### config.mk
export PLATFORM = sky130hd
export DESIGN_NAME = mem_port_arbiter
export DESIGN_NICKNAME = d
export VERILOG_FILES = /design/src/rtl/mem_port_arbiter.sv
export SDC_FILE = /design/constraint.sdc
export NUM_CORES = 1
export LEC_CHECK = 0
export CAP_MARGIN = 30
export CORE_MARGIN = 3
export CORE_UTILIZATION = 40
export DETAILED_ROUTE_END_ITERATION = 16
export PLACE_DENSITY = 0.77
export SETUP_SLACK_MARGIN = 0.3
export SLEW_MARGIN = 5
export SYNTH_ARGS = -nofsm -noshare
export SYNTH_HDL_FRONTEND = slang
export SYNTH_SLANG_ARGS = --single-unit
### constraint.sdc
create_clock -name clk -period 1.9 [get_ports clk]
set_clock_uncertainty 0.2 [all_clocks]
set_input_delay 0.285 -clock clk [delete_from_list [all_inputs] [get_ports clk]]
set_output_delay 0.285 -clock clk [all_outputs]
set_load 0.02 [all_outputs]
### src/rtl/mem_port_arbiter.sv
// Single-port memory arbiter between instruction fetch and load/store.
// Data wins contention until fetch has lost STARVE_LIMIT times in a row.
module mem_port_arbiter #(
    parameter int ADDR_W       = 16,
    parameter int DATA_W       = 16,
    parameter int LATENCY      = 2,
    parameter int STARVE_LIMIT = 4
) (
    input  logic              clk,
    input  logic              rst,
    input  logic              if_req,
    input  logic [ADDR_W-1:0] if_addr,
    output logic              if_ack,
    output logic [DATA_W-1:0] if_rdata,
    input  logic              d_req,
    input  logic              d_we,
    input  logic [ADDR_W-1:0] d_addr,
    input  logic [DATA_W-1:0] d_wdata,
    output logic              d_ack,
    output logic [DATA_W-1:0] d_rdata,
    output logic              mem_en,
    output logic              mem_we,
    output logic [ADDR_W-1:0] mem_addr,
    output logic [DATA_W-1:0] mem_wdata,
    input  logic [DATA_W-1:0] mem_rdata,
    output logic              stall,
    output logic              busy
);

    localparam int CW = (LATENCY > 1) ? $clog2(LATENCY) : 1;
    localparam int SW = $clog2(STARVE_LIMIT + 1);

    typedef enum logic [1:0] {IDLE, ISSUE, WAIT, RESP} state_t;
    typedef enum logic [1:0] {GNT_NONE, GNT_IF, GNT_D} grant_t;

    state_t          state;
    grant_t          grant;
    logic [CW-1:0]   wait_cnt;
    logic [SW-1:0]   starve_cnt;
    logic            lat_we;
    logic            starved;
    logic            if_wins;
    logic            d_wins;

    always_comb begin
        starved = (starve_cnt == SW'(STARVE_LIMIT));
        if_wins = if_req & (~d_req | starved);
        d_wins  = d_req & ~(if_req & starved);
    end

    // mem_* registers double as the latched request: loaded at accept,
    // driven for the single ISSUE cycle, then cleared.
    always_ff @(posedge clk) begin
        if (rst) begin
            state      <= IDLE;
            grant      <= GNT_NONE;
            wait_cnt   <= '0;
            starve_cnt <= '0;
            lat_we     <= 1'b0;
            if_ack     <= 1'b0;
            d_ack      <= 1'b0;
            if_rdata   <= '0;
            d_rdata    <= '0;
            mem_en     <= 1'b0;
            mem_we     <= 1'b0;
            mem_addr   <= '0;
            mem_wdata  <= '0;
        end else begin
            if_ack    <= 1'b0;
            d_ack     <= 1'b0;
            mem_en    <= 1'b0;
            mem_we    <= 1'b0;
            mem_addr  <= '0;
            mem_wdata <= '0;
            case (state)
                IDLE: begin
                    if (d_wins) begin
                        grant     <= GNT_D;
                        lat_we    <= d_we;
                        mem_en    <= 1'b1;
                        mem_we    <= d_we;
                        mem_addr  <= d_addr;
                        mem_wdata <= d_wdata;
                        if (if_req && !starved)
                            starve_cnt <= starve_cnt + 1'b1;
                        state <= ISSUE;
                    end else if (if_wins) begin
                        grant      <= GNT_IF;
                        lat_we     <= 1'b0;
                        mem_en     <= 1'b1;
                        mem_addr   <= if_addr;
                        starve_cnt <= '0;
                        state      <= ISSUE;
                    end
                end
                ISSUE: begin
                    wait_cnt <= CW'(LATENCY - 1);
                    state    <= WAIT;
                end
                WAIT: begin
                    if (wait_cnt == '0) begin
                        if (!lat_we) begin
                            if (grant == GNT_D)
                                d_rdata <= mem_rdata;
                            else
                                if_rdata <= mem_rdata;
                        end
                        if_ack <= (grant == GNT_IF);
                        d_ack  <= (grant == GNT_D);
                        state  <= RESP;
                    end else begin
                        wait_cnt <= wait_cnt - 1'b1;
                    end
                end
                RESP: begin
                    grant <= GNT_NONE;
                    state <= IDLE;
                end
                default: state <= IDLE;
            endcase
        end
    end

    assign stall = (if_req & ~if_ack) | (d_req & ~d_ack);
    assign busy  = (state != IDLE);

endmodule

# ---- After elaboration in Yosys (flattened, before gate mapping)
# Cells that the tools add are included.
dict set report word_totals {
  output_inout_bits 70
  elab_cells 74
  reg_bits 77
}
dict set report op_classes {
  n_reduce_logical 16
  addsub 2
  muxes 17
  eq_ne 9
  bitwise_logic 17
}
# op count
set op_table {}
lappend op_table {{16-bit two-way mux} 2}
lappend op_table {{1-bit NOT} 10}
lappend op_table {{3-bit two-way mux} 3}
lappend op_table {{2-bit two-way mux} 4}
lappend op_table {{2-bit one-hot mux with 4 select lines} 1}
lappend op_table {{4-bit AND reduction} 2}
lappend op_table {{2-bit nonzero test} 4}
lappend op_table {{2-bit == test (second input constant)} 3}
lappend op_table {{2-bit AND reduction} 3}
lappend op_table {{3-bit OR reduction} 2}
lappend op_table {{1-bit bitwise AND} 5}
lappend op_table {{1-bit two-way mux} 5}
lappend op_table {{2-bit by 1-bit == test with 1-bit output (second input constant)} 2}
lappend op_table {{2-bit one-hot mux with 2 select lines} 1}
lappend op_table {{3-bit by 1-bit adder with 3-bit output (second input constant)} 1}
lappend op_table {{3-bit == test (second input constant)} 1}
lappend op_table {{3-bit != test (second input constant)} 1}
lappend op_table {{3-bit AND reduction} 1}
lappend op_table {{2-bit logical NOT} 1}
lappend op_table {{2-bit by 1-bit != test with 1-bit output (second input constant)} 1}
lappend op_table {{2-bit != test (second input constant)} 1}
lappend op_table {{1-bit OR} 2}
lappend op_table {{1-bit one-hot mux with 2 select lines} 1}
lappend op_table {{2-bit OR reduction} 1}
lappend op_table {{3 further kinds} 3}

# ---- Depth between registers and ports, before layout
dict set report logic_depth {
  depth_word 6
  depth_mapped 6
}

# ---- Least setup slack after synthesis
# OpenSTA, ideal clock, no wires.
dict set report synth_timing {
  kind {register -> register}
  from {reg state[0]}
  to {reg if_rdata[11]}
  setup_slack_ps 223
  required_time_ps 1568
  setup_ps 132
  arrival_ps 1344
  path_stages_with_launch 7
  period_less_slack_ps 1677
  n_path_buf 1
  path_cell_list {dfxtp_1 -> inv_1 -> ha_1 -> or3b_4 -> buf_6 -> o21ai_1 -> a21oi_1}
}
dict set report synth_via {
  elab_chain_cells 2
}
# item line
set synth_lines {}
lappend synth_lines {{from (decl)} 36} ;# state_t state;
lappend synth_lines {{from (signal assigned)} 55} ;# state <= IDLE;
lappend synth_lines {{from (signal assigned)} 86} ;# state <= ISSUE;
lappend synth_lines {{from (signal assigned)} 93} ;# state <= ISSUE;
lappend synth_lines {{2-bit == test} 75} ;# case (state)
lappend synth_lines {{4-bit AND reduction (no line)} n/a}
lappend synth_lines {{to (signal assigned)} 106} ;# if_rdata <= mem_rdata;
lappend synth_lines {{to (decl)} 14} ;# output logic [DATA_W-1:0] if_rdata,
# Every way passes these cells.
# A chain may end at the register's enable or synchronous reset.

# ---- Worst setup path after layout
dict set report layout_timing {
  from {reg state[1]}
  to {reg d_rdata[9]}
}
dict set report layout_via {
  elab_chain_cells 2
}
# item line
set layout_lines {}
lappend layout_lines {{2-bit == test} 75}
lappend layout_lines {{4-bit AND reduction (no line)} n/a}
lappend layout_lines {{to (signal assigned)} 104} ;# d_rdata <= mem_rdata;
lappend layout_lines {{to (decl)} 20} ;# output logic [DATA_W-1:0] d_rdata,
# Every way passes these cells.

==> qor.yml <==
cells_and_area:
  num_antenna_cells: 0
  area_growth_pct: 78.16
  final_common_cell: "dfxtp_1"
  final_util: 0.7381
  final_cell_mix: "dfxtp_1, dlygate4sd2_1, clkdlybuf4s50_1"
  final_nets: 524
  finalNonFillerCells: 550
  drive_above_1_share: 0.2863
  final_area_um2: 5042
critical_path:
  crit_slowest_cell: "or3b_4"
  crit_family: "simple AND/OR/NAND/NOR gates"
  cp.depth: 5
  worstPathArrival_ns: 1.69
  crit_buf_inv: 1
  r2r-end: "d_rdata[9]"
  r2r_slack_ns: 0.24
  reg2regPathDepth: 5
  r2r-start: "state[1]"
  path_cells: "buf_6, ha_4, or3b_4, o21ai_1, a21oi_1"
  worstPathRequired_ns: 1.93
  crit_fanout: 8
  max_stage_delay_ns: 0.48
  cp-startpoint: "state[1]"
  worst_setup_path_start_kind: "flip-flop"
  end_kind: "flip-flop"
  endpoint: "d_rdata[9]"
  crit_type: "flip-flop to flip-flop"
synth:
  synthArstFlopShare: 0
  avgSynthCellArea_um2: 9.896
  syn-num-nets: 361
  synth_cell_types: 34
  synth_flop_cell: "dfxtp_1"
  synth-edff-count: 0
  ys_warn_count: 0
  seq_area_frac_synth: 0.5447
  synth_seq_cells: 77
  syn-instance-count: 286
  synthesis.area_um2: 2830
die:
  rows: 30
  fp.dieH_um: 90.12
  ios: 139
  die_w_um: 90.12
  die_area_um2: 8121
  core_area_um2: 6832
  start_util: 0.4143
grt:
  grt_pass1_vias: 2802
  grt_start_max_net_pins: 37
  track_usage: 0.2079
  antenna_found_initial: 0
  grt_pass1_wl_um: 13460
  gr-total-overflow: 0
detailed_routing:
  avgRoutedWirePerCell_um: 16.81
  drc: 0
  dr_wl_met2_um: 4780
  firstDrtPassIters: 4
  ant_nets: 0
  totalWireLength_um: 9246
  vias: 2855
  route.met3.wl_um: 846
  viasPerCell: 5.191
  drtIter0Drc: 73
  wl_met1_um: 3454
  dr.max_layer_used: "met4"
clock_tree:
  root_buffer: "clkbuf_8"
  cts_tree: "done"
  clock_sinks: 77
  holdBufCountCts: 0
  clk_latency_ns: 0.34
  cts_made_buffers: 9
  cts.clk_slew.worst_paths_ns: 0.08
  htreeDepth: 3
  clock_path_buffers: 2
timing:
  holdWs_ns: 0.2544
  slew_violations: 0
  setup_viol: 0
  max_freq_mhz: 601.1
  min_period_ns: 1.664
  fin_tns_setup_ns: 0
  tightest_slew_ns: 0.4687
  hold_viol_final: 0
  slew-limit-headroom: 0.6875
  finalCritPeriodShare: 0.8757
  rsz0062_at_grt: "yes"
placement:
  gp_congestion: 0.8202
  dpl_cell_area_um2: 4348
  dp_hpwl_um: 5504
  dp.cells: 513
  io_buffers: 138
run_status:
  status: "finished, final reports clean"
flow_run:
  cap_violations: 0
pwr:
  p_leak_nw: 2.154
  p_per_area_nw_per_um2: 1082
  vdd_drop_max_mv: 0.5663
worst_hold_path:
  hold_class: "flip-flop to flip-flop"
[routing by layer]
metal  vias up  GRT usage
li1       1347          -
met5         -          0
met2       150     0.3547
met3        15    0.07113
met4         0    0.09821
met1      1343     0.2322
[stage by stage]
| step | setup WS (ns) | power, mW |
|---|---|---|
| after detailed placement | -0.2367 | 3.655 |
| after CTS | 0.2160 | 5.021 |
| after floorplan | 0.3057 | 2.945 |
| final | 0.2363 | 5.455 |
| after global placement | -0.2405 | 3.615 |
| after global routing | 0.1614 | 5.717 |
[timing repair]
action | 4_1_cts | 5_1_grt
endpoints found under the setup margin | 141 | 74
setup buffers | 8 | 5
resized for setup | 104 | 72
pin swaps | 7 | 27
cloned | 4 | 4
[sequential cells by signal, summed over array words and instances (netlist names)]
name	flops
mem_en	1
if_ack	1
wait_cnt	1
mem_wdata	16
d_ack	1
state	2
d_rdata	16
mem_addr	16
grant	2
mem_we	1
starve_cnt	3
if_rdata	16
lat_we	1
[cells in the mapped netlist, types with 3 or more instances]
| cell | count | area (µm²) |
|---|---|---|
| buf_6 | 7 | 78.83 |
| and2_1 | 17 | 106.4 |
| dfxtp_1 | 77 | 1541 |
| nand2b_1 | 3 | 18.77 |
| or3_1 | 3 | 18.77 |
| a22o_1 | 16 | 140.1 |
| nand2_1 | 5 | 18.77 |
| o21ai_1 | 30 | 150.1 |
| o21ai_0 | 6 | 30.03 |
| a21oi_1 | 38 | 190.2 |
| ha_1 | 6 | 75.07 |
| inv_1 | 7 | 26.28 |
| nand3_1 | 32 | 160.2 |
| buf_4 | 3 | 22.52 |
| nor2_1 | 4 | 15.01 |
| clkbuf_1 | 8 | 30.03 |
[final cells by class]
class	instances	area, µm²
Sequential cell	77	1549
Clock buffer	12	145.1
Tap cell	96	120.1
Multi-Input combinational cell	184	1456
Clock inverter	4	47.55
Inverter	7	28.78
Timing Repair Buffer	170	1695
Fill cell	511	1789
[how the worst min path moves through the flow]
stage,startpoint,endpoint,depth (start not counted)
after floorplan,d_wdata[0],mem_wdata[0],1
after CTS,grant[1],if_ack,1
after global routing,if_rdata[7],if_rdata[7],2
after detailed placement,grant[1],if_ack,1
after global placement,grant[1],if_ack,1
final,if_rdata[15],if_rdata[15],2
[cell families (layout without fill, tap and decap cells)]
| logic type | Yosys count | after routing | share of synthesized area |
|---|---|---|---|
| AND/OR/NAND/NOR | 79 | 82 | 0.1702 |
| AO/OA/AOI/OAI | 95 | 95 | 0.1945 |
| buffers and inverters | 28 | 193 | 0.06057 |
| adder cells (fa/ha/maj) | 6 | 6 | 0.02652 |
| flip-flops | 77 | 77 | 0.5447 |
| multiplexers | 1 | 1 | 0.003537 |
[power by group]
part           internal [mW]  total, mW  switching, mW
clock                  0.640       1.22          0.577
sequential              1.83       1.96          0.126
combinational           1.08       2.28           1.20
[worst min-delay path, stage by stage (launching register included)]
cell     delay, ns
dfxtp_1       0.32
o21ai_2       0.05
a21oi_1       0.05
Power figures use the tool's default switching activity.
